==> src/rtl/sync_ff_chain.sv <==
// N-stage flip-flop synchroniser for an asynchronous single-bit input.
// Stages are plain back-to-back flops so metastability has full cycles to resolve.
module sync_ff_chain #(
    parameter int N = 2
) (
    input  logic clk,
    input  logic rst,
    input  logic i_d,
    output logic o_q
);

    logic [N-1:0] r_stages;

    always_ff @(posedge clk) begin
        if (rst) r_stages <= '0;
        else     r_stages <= {r_stages[N-2:0], i_d};
    end

    assign o_q = r_stages[N-1];

endmodule

==> src/rtl/antirebote_debounce.sv <==
// Button conditioner: synchronise, require a stable level, then emit either a
// one-cycle press pulse or the registered debounced level.
module antirebote_debounce #(
    parameter int SYNC_STAGES   = 2,
    parameter int STABLE_CYCLES = 3,
    parameter int PULSE_MODE    = 1
) (
    input  logic bot,
    input  logic clk,
    input  logic rst,
    output logic Y
);

    localparam int              CNT_W    = $clog2(STABLE_CYCLES) + 1;
    localparam logic [CNT_W-1:0] CNT_LAST = CNT_W'(STABLE_CYCLES - 1);

    logic             w_s;
    logic [CNT_W-1:0] r_cnt;
    logic             r_db;
    logic             r_y;

    sync_ff_chain #(.N(SYNC_STAGES)) u_sync (
        .clk (clk),
        .rst (rst),
        .i_d (bot),
        .o_q (w_s)
    );

    // Count consecutive samples disagreeing with db; any agreeing sample restarts it.
    always_ff @(posedge clk) begin
        if (rst) begin
            r_cnt <= '0;
            r_db  <= 1'b0;
        end else if (w_s != r_db) begin
            if (r_cnt == CNT_LAST) begin
                r_db  <= w_s;
                r_cnt <= '0;
            end else begin
                r_cnt <= r_cnt + CNT_W'(1);
            end
        end else begin
            r_cnt <= '0;
        end
    end

    generate
        if (PULSE_MODE != 0) begin : g_pulse
            logic r_db_prev;
            always_ff @(posedge clk) begin
                if (rst) begin
                    r_db_prev <= 1'b0;
                    r_y       <= 1'b0;
                end else begin
                    r_db_prev <= r_db;
                    r_y       <= r_db & ~r_db_prev;
                end
            end
        end else begin : g_level
            always_ff @(posedge clk) begin
                if (rst) r_y <= 1'b0;
                else     r_y <= r_db;
            end
        end
    endgenerate

    assign Y = r_y;

endmodule

==> config.mk <==
export PLATFORM = sky130hd
export DESIGN_NAME = antirebote_debounce
export DESIGN_NICKNAME = d
export VERILOG_FILES = /design/src/rtl/sync_ff_chain.sv /design/src/rtl/antirebote_debounce.sv
export SDC_FILE = /design/constraint.sdc
export NUM_CORES = 1
export LEC_CHECK = 0
export CAP_MARGIN = 20
export CORE_AREA = 2 2 39 41
export DETAILED_ROUTE_END_ITERATION = 10
export DIE_AREA = 0 0 41 43
export GPL_TIMING_DRIVEN = 0
export SLEW_MARGIN = 20
export SYNTH_ARGS = -nofsm -noshare
export SYNTH_HDL_FRONTEND = slang
export SYNTH_SLANG_ARGS = --single-unit
==> constraint.sdc <==
create_clock -name clk -period 3.1 [get_ports clk]
set_input_delay 0.775 -clock clk [delete_from_list [all_inputs] [get_ports clk]]
set_output_delay 0.775 -clock clk [all_outputs]
set_load 0.05 [all_outputs]
==> results.ini <==
[finish]
register_area_sq_um = 160
layout.nets = 39
multi_input_area_sq_um = 113
instances_no_fill = 48
antenna_cells = 0
area_growth_pct = 25.9
drive_above_1_share_pct = 12.5
nFillCells = 153

[drt]
drt_iter0_markers = 3
vias_per_cell = 3.69
vias = 177
drcViolationCount = 0
detail-route-antenna-nets = 0
avgRoutedWirePerCell_um = 7.75
routed_wl_um = 372
drtPass1Iterations = 2

[timing]
clock_skew_ns = 0.000719
finalCritPeriodShare_pct = 68.9
rsz0062_at_grt = no
period_minus_slack_ns = 2.13
max_freq_mhz = 468
setup_tns_ns = 0
fin_ws_ns = 0.965
setup_viol = 0
relSlewSlack_pct = 67.2
drv_slew = 0
hold_viol_final = 0
tightest_slew_ns = 0.490

[floorplan]
core_sq_um = 1380
start_util_pct = 20.3
num_rows = 14
die_area_sq_um = 1760
dieHeight_um = 43
pin_count = 4
fp.dieW_um = 41

[yosys]
synth_edf_count = 0
netlist_instances = 26
ys_ff_latch = 8
synth_top_cell_by_area = dfxtp_1
synth_xor_area_share_pct = 3.13
syn_area_per_cell_sq_um = 10.8
synthTopCellsByCount = dfxtp_1 (8), nor2b_1 (4), nor2_1 (3), ha_1 (2), inv_1 (2)
yosysMostFrequentCell = dfxtp_1
synth_ff_type = dfxtp_1
synth_top_family_by_area = simple AND/OR/NAND/NOR gates
ys_seq_area_share_pct = 57.1
yosys-mux-area-fraction_pct = 3.57
synth-compound-area-share_pct = 1.79
synth_top_area_share_pct = 57.1
synth-adder-area-share_pct = 8.93
synth_cell_type_count = 12
synthTopCellsByArea = dfxtp_1 (57%), ha_1 (8.9%), nor2b_1 (8.9%), nor2_1 (4.0%), mux2i_1 (3.6%)
syn-num-nets = 31
ys.warnings.count = 0
synthSimpleGateAreaFrac_pct = 22.8
synthArstFlopShare_pct = 0
syn-cell-area_sq_um = 280

[worst_setup_path]
slowest_stage = clkdlybuf4s50_1
start_kind = register
crit_required_ns = 2.32
worstPathMaxFanout = 1
cp_top_family = buffers and inverters
slowest_delay_ns = 0.80
path_cells = clkdlybuf4s50_1
arrival_ns = 1.36
path_class = reg2out
crit_buf_inv = 1
end_kind = primary output

[place]
port_buffers = 3
dp_worst_setup_slack_ns = 1.21
hpwlAfterDp_um = 283
place_inst = 45
gp_congestion = 0.595

[global_routing]
gr-max-usage-layer = met2
grt.total_usage_pct = 6.27
gr-usage-met2_pct = 8.44
grt_max_degree = 7
grt_pass1_wl_um = 634
gr-usage-met1_pct = 5.59
grt_overflow = 0
antenna_found_initial = 0
grt_pass1_vias = 178
use_met3_pct = 3.14

[clock_tree]
ctsHoldBuffers = 0
tritoncts = done
cts_root_buf = clkbuf_4
cts_resized = 0
cts_buffers = 3
clk_path_buf_depth = 2
htree_levels = 1
post_cts_buffers = 0
cts.sinks = 8
worstSkewPairLatency_ns = 0.25
cts.clk_slew.worst_paths_ns = 0.05

[power]
p_per_area_nw_per_um2 = 532
ir_drop_uv = 182
p_leak_nw = 0.136

[hold_path]
hold_path_class = reg2reg

[status]
outcome = completed

[flow_run]
maxCapViolCount = 0

## per-stage QoR
step | hold slack (ns) | area [sq um] | power [W] | utilization, %
floorplan | 0.367 | 280 | 0.000109 | -
global placement | 0.371 | 330 | 0.000113 | 23.9
detailed placement | 0.392 | 330 | 0.000113 | 23.9
CTS | 0.402 | 353 | 0.000193 | 25.5
global route | 0.407 | 353 | 0.000200 | 25.5
finish | 0.396 | 353 | 0.000188 | 25.5
## cell families (layout without fill, tap and decap cells)
group	Yosys count	in the layout
AO/OA/AOI/OAI	1	1
XOR/XNOR	1	1
adder cells (fa/ha/maj)	2	2
buffers and inverters	2	8
flip-flops	8	8
multiplexers	1	1
AND/OR/NAND/NOR	11	11
## layout make-up
type                    instances  share of cell area, %
flip-flops and latches          8                   45.4
multi-input cells              16                   31.9
repair buffers                  3                   8.51
inverters                       2                   2.13
well taps                      16                   5.67
clock buffers                   3                   6.38
## per-layer routing
metal  wire, um  up-vias
met5          0        -
met4          0        0
met1        155       80
met3         14        0
li1           -       94
met2        201        3
## registers in the layout (all words and copies together), names as in the netlist
register and cells:
r_cnt 3, u_sync.r_stages 2, Y 1, g_pulse.r_db_prev 1, r_db 1
## report_power, final
group | internal [W] | switching [W]
clock network | 0.0000441 | 0.0000326
logic | 0.00000361 | 0.00000218
registers | 0.000105 | 0.000000773
total | 0.000152 | 0.0000355
## final timing paths
path / start / end / slack [ns] / cells past startpoint
min: g_pulse.r_db_prev / Y / 0.40 / 1
max: Y / Y / 0.97 / 1
min reg2reg: g_pulse.r_db_prev / Y / 0.40 / 1
max reg2reg: r_cnt[0] / r_cnt[0] / 1.87 / 5
## placed cells by master, fill, tap and decap left out, drive strengths merged
cell	instances
nor2b	5
xnor2	1
nor2	3
inv	2
a21oi	1
clkdlybuf4s50	3
ha	2
nor3b	1
clkbuf	3
mux2i	1
nor3	1
dfxtp	8
or3	1
No activity file was read; power rests on OpenSTA's default activity.
